$ cat src/rtl/data_memory.sv
// data_memory: word-addressed data memory with clear sequencer, saturating access counters
// and sticky conflict flag. Optional even-parity protection when DMEM_PARITY_EN is defined.
module data_memory #(
    parameter int ADDR_W = 7,
    parameter int DATA_W = 32,
    parameter int CNT_W  = 16
) (
    input  logic              clk,
    input  logic              rst_n,
    input  logic              CEN,
    input  logic              WEN,
    input  logic              OEN,
    input  logic [ADDR_W-1:0] A,
    input  logic [DATA_W-1:0] D,
    output logic [DATA_W-1:0] Q,
    input  logic              clr_req,
    output logic              ready,
    output logic [CNT_W-1:0]  rd_cnt,
    output logic [CNT_W-1:0]  wr_cnt,
`ifdef DMEM_PARITY_EN
    input  logic              inj_perr,
    output logic              perr,
`endif
    output logic              conflict
);
    typedef enum logic {S_CLEAR, S_READY} state_t;

    state_t              r_state;
    logic [ADDR_W-1:0]   r_clr_addr;
    logic                r_ready;
    logic [CNT_W-1:0]    r_rd_cnt;
    logic [CNT_W-1:0]    r_wr_cnt;
    logic                r_conflict;
    logic [DATA_W-1:0]   r_mem [2**ADDR_W];

    logic w_acc;
    logic w_wr;
    logic w_oe;
    logic w_rd;
    logic w_clr_wr;

    assign w_acc    = (r_state == S_READY);
    assign w_wr     = w_acc && !CEN && !WEN;
    assign w_oe     = w_acc && !CEN && !OEN;
    assign w_rd     = w_oe && WEN;
    // the restart edge itself writes nothing; zeroing resumes from address 0 next edge
    assign w_clr_wr = (r_state == S_CLEAR) && !clr_req;

    // conflict cycles still show the old word, since the array write lands at the edge
    assign Q        = w_oe ? r_mem[A] : '0;
    assign ready    = r_ready;
    assign rd_cnt   = r_rd_cnt;
    assign wr_cnt   = r_wr_cnt;
    assign conflict = r_conflict;

    // clear/ready sequencer: walks every address once, then opens the array
    always_ff @(posedge clk or negedge rst_n) begin
        if (!rst_n) begin
            r_state    <= S_CLEAR;
            r_clr_addr <= '0;
            r_ready    <= 1'b0;
        end else if (clr_req) begin
            r_state    <= S_CLEAR;
            r_clr_addr <= '0;
            r_ready    <= 1'b0;
        end else if (r_state == S_CLEAR) begin
            r_clr_addr <= r_clr_addr + 1'b1;
            if (r_clr_addr == '1) begin
                r_state <= S_READY;
                r_ready <= 1'b1;
            end
        end
    end

    // saturating access counters and sticky conflict flag, untouched by clears
    always_ff @(posedge clk or negedge rst_n) begin
        if (!rst_n) begin
            r_rd_cnt   <= '0;
            r_wr_cnt   <= '0;
            r_conflict <= 1'b0;
        end else begin
            if (w_wr && r_wr_cnt != '1) r_wr_cnt <= r_wr_cnt + 1'b1;
            if (w_rd && r_rd_cnt != '1) r_rd_cnt <= r_rd_cnt + 1'b1;
            if (w_wr && w_oe) r_conflict <= 1'b1;
        end
    end

    // storage array: clear sequencer zeroes, otherwise accepts qualified writes
    always_ff @(posedge clk) begin
        if (w_clr_wr) r_mem[r_clr_addr] <= '0;
        else if (w_wr) r_mem[A] <= D;
    end

`ifdef DMEM_PARITY_EN
    logic r_par [2**ADDR_W];
    logic r_perr;

    assign perr = r_perr;

    // stored even-parity bit per word, optionally corrupted for error injection
    always_ff @(posedge clk) begin
        if (w_clr_wr) r_par[r_clr_addr] <= 1'b0;
        else if (w_wr) r_par[A] <= (^D) ^ inj_perr;
    end

    // sticky parity error on any valid read whose data disagrees with its stored parity
    always_ff @(posedge clk or negedge rst_n) begin
        if (!rst_n) r_perr <= 1'b0;
        else if (w_rd && ((^r_mem[A]) != r_par[A])) r_perr <= 1'b1;
    end
`endif
endmodule

$ cat config.mk
export PLATFORM = sky130hd
export DESIGN_NAME = data_memory
export DESIGN_NICKNAME = d
export VERILOG_FILES = /design/src/rtl/data_memory.sv
export SDC_FILE = /design/constraint.sdc
export NUM_CORES = 2
export LEC_CHECK = 0
export ABC_AREA = 1
export CAP_MARGIN = 10
export CORE_AREA = 2 2 612 614
export DETAILED_ROUTE_END_ITERATION = 8
export DIE_AREA = 0 0 614 616
export PLACE_DENSITY = 0.62
export SYNTH_ARGS = -nofsm -noshare
export SYNTH_HDL_FRONTEND = slang
export SYNTH_SLANG_ARGS = --single-unit
export TNS_END_PERCENT = 1
$ cat constraint.sdc
create_clock -name clk -period 10.94 [get_ports clk]
set_input_delay 2.188 -clock clk [delete_from_list [all_inputs] [get_ports clk]]
set_output_delay 2.188 -clock clk [all_outputs]
set_load 0.03 [all_outputs]
Word-level counts from Yosys, hierarchy flattened. Memories as Yosys holds them, arrays and structs flattened. Index checks and enable logic that the tools add are counted.

Bits in writable memories: 4096. Output and inout port bits: 66. Logic and storage cells: 47. Flip-flop bits (word level): 42. Memories kept: 1.

Memories: r_mem (words 128, width 32, rd ports 1, clocked after Yosys merged registers in 0, write ports 1, RTL line 34) `logic [DATA_W-1:0] r_mem [2**ADDR_W];`.

Mux-type cells: 17. Bitwise logic cells: 1. Reduce and logical (&&, ||, !) cells: 15. Add/subtract/negate cells: 3. Eq/ne operators: 4.

Operator list (number): two-way mux 32 bit (2); adder 16 x 1 -> 16 bit, second input constant (2); != test 16 bit, second input constant (2); OR reduction 32 bit (1); two-way mux 7 bit (3); two-way mux 1 bit (12); logical AND 1 bit (8); adder 7 x 1 -> 7 bit, second input constant (1); equality test 7 bit, second input constant (1); zero test 1 bit (4); != test 2 bit, second input constant (1); AND reduction 2 bit (1); nonzero test 2 bit (1); inverter 1 bit (1).

Depth between registers and ports, before layout.
Depth after elaboration: 8. Mapped depth: 15. Gate-level depth less buffers: 11.

Least setup slack after synthesis. Ideal clock, no wire load.

Path kind: input -> register. From: input port CEN. To: memory r_mem[0][10], data pin. Slack: 4303 ps. Arrival time: 5840 ps. Data required time: 10142 ps. Setup time: 798 ps. Stages: 6. Cell sequence: nor2_2 -> nand2_2 -> buf_6 -> buf_6 -> clkbuf_1 -> nor2_1.

Longest elaborated chain between the ends: 8.

RTL lines: start: declaration (RTL line 10) `input logic CEN,`; zero test 1 bit (RTL line 43) `assign w_wr = w_acc && !CEN && !WEN;`; logical AND 1 bit (2 in series) (RTL line 43); two-way mux 1 bit (RTL line 91) `else if (w_wr) r_mem[A] <= D;`; two-way mux 1 bit (RTL line 90) `if (w_clr_wr) r_mem[r_clr_addr] <= '0;`; two-way mux 1 bit (not written as such) (RTL line 91); OR reduction 32 bit (no source line); two-way mux 32 bit (no source line); end: declaration (RTL line 34).

Every way passes these cells.

Final worst setup path.
From: input port A[1]. To: output port Q[0].

Longest elaborated chain between the ends: 2.

RTL lines: start: declaration (RTL line 13) `input logic [ADDR_W-1:0] A,`; memory (128 x 32 bit); two-way mux 32 bit (RTL line 50) `assign Q = w_oe ? r_mem[A] : '0;`; end: declaration (RTL line 15) `output logic [DATA_W-1:0] Q,`.

Every way passes these cells.

==> metrics.md <==
| Metric | Value |
|---|---|
| Total power | `around 33,000 uW` |
| CTS H-tree lvls | `5` |
| Reg2reg start | `r_state$_DFF_PN0_` |
| Via Count | `~110k` |
| Slew Limit Fails | `0` |
| Share of the synthesized area in the top cell type | `0.739` |
| CP cell instances | `buf_8 -> inv_8 -> buf_12 -> buf_4 -> nand3_1 -> nand3_1 -> nand3_1 -> nand3_1 -> nand2_1 -> nand2_1 -> nand3_1 -> nand2_1 -> nor2_1 -> buf_12` |
| Post-route minimum period | `roughly 9 ns` |
| # rows | `~220` |
| Worst-case reg-to-reg path depth | `10` |
| Chip Height | `between 600 and 700 um` |
| Hold depth | `1` |
| # Post-CTS Setup Buffers | `0` |
| Cell family with most CP delay | `simple AND/OR/NAND/NOR gates` |
| # setup viols final | `0` |
| Pwr dens | `between 150 and 200 nW/um^2` |
| Die area | `~380,000 sq um` |
| Hold Path Sink | `conflict$_DFFE_PN0P_` |
| Post-Syn Nets | `~14,000` |
| Period Utilization, post-route | `0.801` |
| Number of CTS-inserted buffers | `~430` |
| Dpl cells | `approximately 18,000` |
| First-pass detailed-route iteration total | `8` |
| Peak supply drop | `approximately 0.15 mV` |
| Sw power | `7360 uW` |
| Final #Nets | `around 14,000` |
| CTS tree | `yes` |
| Crit path max fanout | `100` |
| Port buffer count | `110` |
| CTS Sinks | `between 4,000 and 5,000` |
| Clock Pin Slew Worst Setup and Hold Paths | `about 0.050 ns` |
| Fill count | `approximately 31,000` |
| DRC | `0` |
| Die X | `614 um` |
| Antenna violations before repair | `22` |
| Layout cell share with drive strength beyond 1 | `0.0796` |
| Crit path top cell by count | `nand3_1` |
| CTS Root Cell | `clkbuf_16` |
| Yosys top cell by area | `edfxtp_1` |
| #FFs+latches synth | `approximately 4,100` |
| Worst hold path type | `register to register` |
| Worst Clk Skew | `a little over 0.1 ns` |
| Status | `finished clean` |
| Rel. slew slack | `0.200` |
| Core area | `around 370,000 sq um` |
| Setup crit end kind | `primary output` |
| Post_cts resized | `0` |
| Remaining Overflow, GRT | `0` |
| Hold WS | `approximately 0.48 ns` |
| Async S/R FF share, synth | `0.0101` |
| Max cap viols | `0` |
| Worst R2R End | `r_mem[67][22]$_DFFE_PP_` |
| First-pass GRT wire length | `729,000 um` |
| Post-DR vias/cell | `between 5 and 6` |
| Worst-case clock buffer depth | `4` |
| Final GP Congestion | `around 0.83` |
| Req. time, crit path | `8.75 ns` |
| Clock Power Share | `0.425` |
| Sequential area share after synthesis | `0.745` |
| Critical path class | `input pin to primary output` |
| R2r setup slk | `6.37 ns` |
| Hold_buf cts | `0` |
| Final Hold Vio Count | `0` |
| Critical path data arrival time | `6.57 ns` |
| Drt wl/cell | `26.5 um` |
| Syn_area_per_cell | `12.0 sq um` |
| Worst-margin pin slew | `between 1 and 1.5 ns` |
| Max stage delay on crit path | `between 0.8 and 0.9 ns` |
| Drt first-iter violations | `between 15,000 and 20,000` |
| F_max | `~110 MHz` |
| RSZ-0062 raised after global routing | `false` |
| Vias in the first global route | `between 100k and 150k` |
| Number of flops mapped to enable cells by yosys | `between 4,000 and 5,000` |
| Cell Area, Synth | `between 150,000 and 200,000 sq um` |
| Synth top area cells | `edfxtp_1, nand3_1, nand2_1` |
| Effective utilization at floorplan | `0.448` |
| Ys flop type | `edfxtp_1` |
| WP buf/inv | `5` |
| Post-synthesis instance total | `between 10,000 and 15,000` |
| Clock Latency Late Sink | `between 1 and 1.5 ns` |
| Final std cells w/o fill | `about 19,000` |
| Post-DP HPWL | `roughly 260,000 um` |
| Global Route Usage Sum | `0.262` |
| Int Power | `25,300 uW` |
| Slowest-stage cell, CP | `nor2_1` |
| Distinct cells, synth | `32` |
| Sw frac | `0.225` |
| Critical Path Stages | `14` |
| Pin count of the biggest net entering global routing | `195` |
| I/O pins | `~110` |
| Leak | `between 0.06 and 0.07 uW` |
| Comb pwr share | `0.049` |
| Final WL | `508,000 um` |
| Setup TNS Final | `0 ns` |
| Seq pwr share | `0.526` |
| Area grow syn2layout | `12.6%` |
| Final ANT Viol Nets | `0` |
| Hold_sp | `conflict$_DFFE_PN0P_` |
| Synth warn | `0` |
| Crit start category | `input pin` |
## registers in the layout (all words and copies together), names as in the netlist
signal and flops:
conflict 1, r_clr_addr 7, r_mem 4096, r_state 1, rd_cnt 16, ready 1, wr_cnt 16
## worst reg2reg max path: stages, from the launching register on
cell	delay, ns
dfrtp_1	0.43
inv_2	0.15
nor2_2	0.07
nand2_4	0.31
nand2_1	0.29
o21ai_2	0.17
inv_1	0.13
nor2_2	0.47
nand2_1	0.71
nor2_4	1.07
buf_4	0.42
## cell usage after synthesis, types with 2 or more instances
cell	count
nand2_1	4482
edfxtp_1	4096
nand3_1	3885
buf_2	459
clkbuf_1	295
nor2_1	252
buf_1	110
inv_1	77
buf_4	51
dfrtp_1	42
nor3_1	21
xor2_1	15
xnor2_1	12
nand2_2	9
inv_2	8
o21ai_0	7
a21oi_1	6
o21ai_2	6
nor2_2	5
nand4_1	4
ha_1	3
buf_6	2
nand3_2	2
nor2_4	2
nor3_2	2
## per-stage QoR
step	setup WS [ns]	instance area (sq um)	util
detailed placement	2.31	174000	0.469
global placement	2.28	174000	0.469
CTS	2.31	187000	0.505
global route	2.18	187000	0.505
finish	2.18	187000	0.505
floorplan	4.30	167000	-
## final cells by class
| cell class | instances | area, sq um | area share |
|---|---|---|---|
| flip-flops and latches | 4138 | 124000 | 0.662 |
| diodes | 13 | 32.5 | 0.000174 |
| multi-input cells | 8719 | 39200 | 0.209 |
| clock inverters | 247 | 2060 | 0.0110 |
| inverters | 86 | 358 | 0.00191 |
| clock buffers | 531 | 11100 | 0.0592 |
| repair buffers | 430 | 4470 | 0.0239 |
| well taps | 4972 | 6220 | 0.0332 |
## routing by layer
layer | vias to the layer above | global-route usage | share of wire
li1 | 49100 | - | -
met1 | 54800 | 0.373 | 0.40
met2 | 5924 | 0.404 | 0.46
met3 | 917 | 0.0409 | 0.097
met4 | 20 | 0.108 | 0.044
met5 | - | 0 | 0.00029
## placed cells by master, fill, tap and decap left out, drive strengths merged
| master | n |
|---|---|
| nor2 | 259 |
| a22oi | 1 |
| clkinvlp | 10 |
| dfrtp | 42 |
| ha | 3 |
| edfxtp | 4096 |
| inv | 99 |
| nor4 | 1 |
| nor3 | 23 |
| clkinv | 201 |
| a21oi | 6 |
| diode | 13 |
| clkdlybuf4s50 | 70 |
| nor3b | 1 |
| xnor2 | 12 |
| bufinv | 23 |
| nand3 | 3887 |
| clkbuf | 531 |
| nand2 | 4491 |
| xor2 | 15 |
| nand4 | 4 |
| buf | 360 |
| o21bai | 1 |
| o21ai | 14 |
| a22o | 1 |
## power groups by stage
stage	clock (uW)	combinational, uW	sequential (uW)
after detailed placement	0	1580	17500
after global routing	14600	1700	17200
after floorplan	0	952	17500
after global placement	0	1570	17500
final	13900	1600	17200
after CTS	14000	1580	17200
## worst max path at each step
stage	startpoint	to	slack (ns)
6_report	A[1]	Q[0]	2.18
5_1_grt	A[0]	Q[23]	2.18
4_1_cts	A[1]	Q[0]	2.31
3_5_place_dp	A[1]	Q[0]	2.31
3_3_place_gp	A[1]	Q[0]	2.28
2_1_floorplan	CEN	r_mem[0][10]$_DFFE_PP_	4.30
## logic make-up after synthesis
logic type / share of synthesized area
AOI/OAI and AO/OA: 0.000947
DFF: 0.745
buffers and inverters: 0.0273
and+or+nand+nor: 0.225
adders and majority gates: 0.000225
xor gates and xnor gates: 0.00142
(Power assumes the default switching activity.)
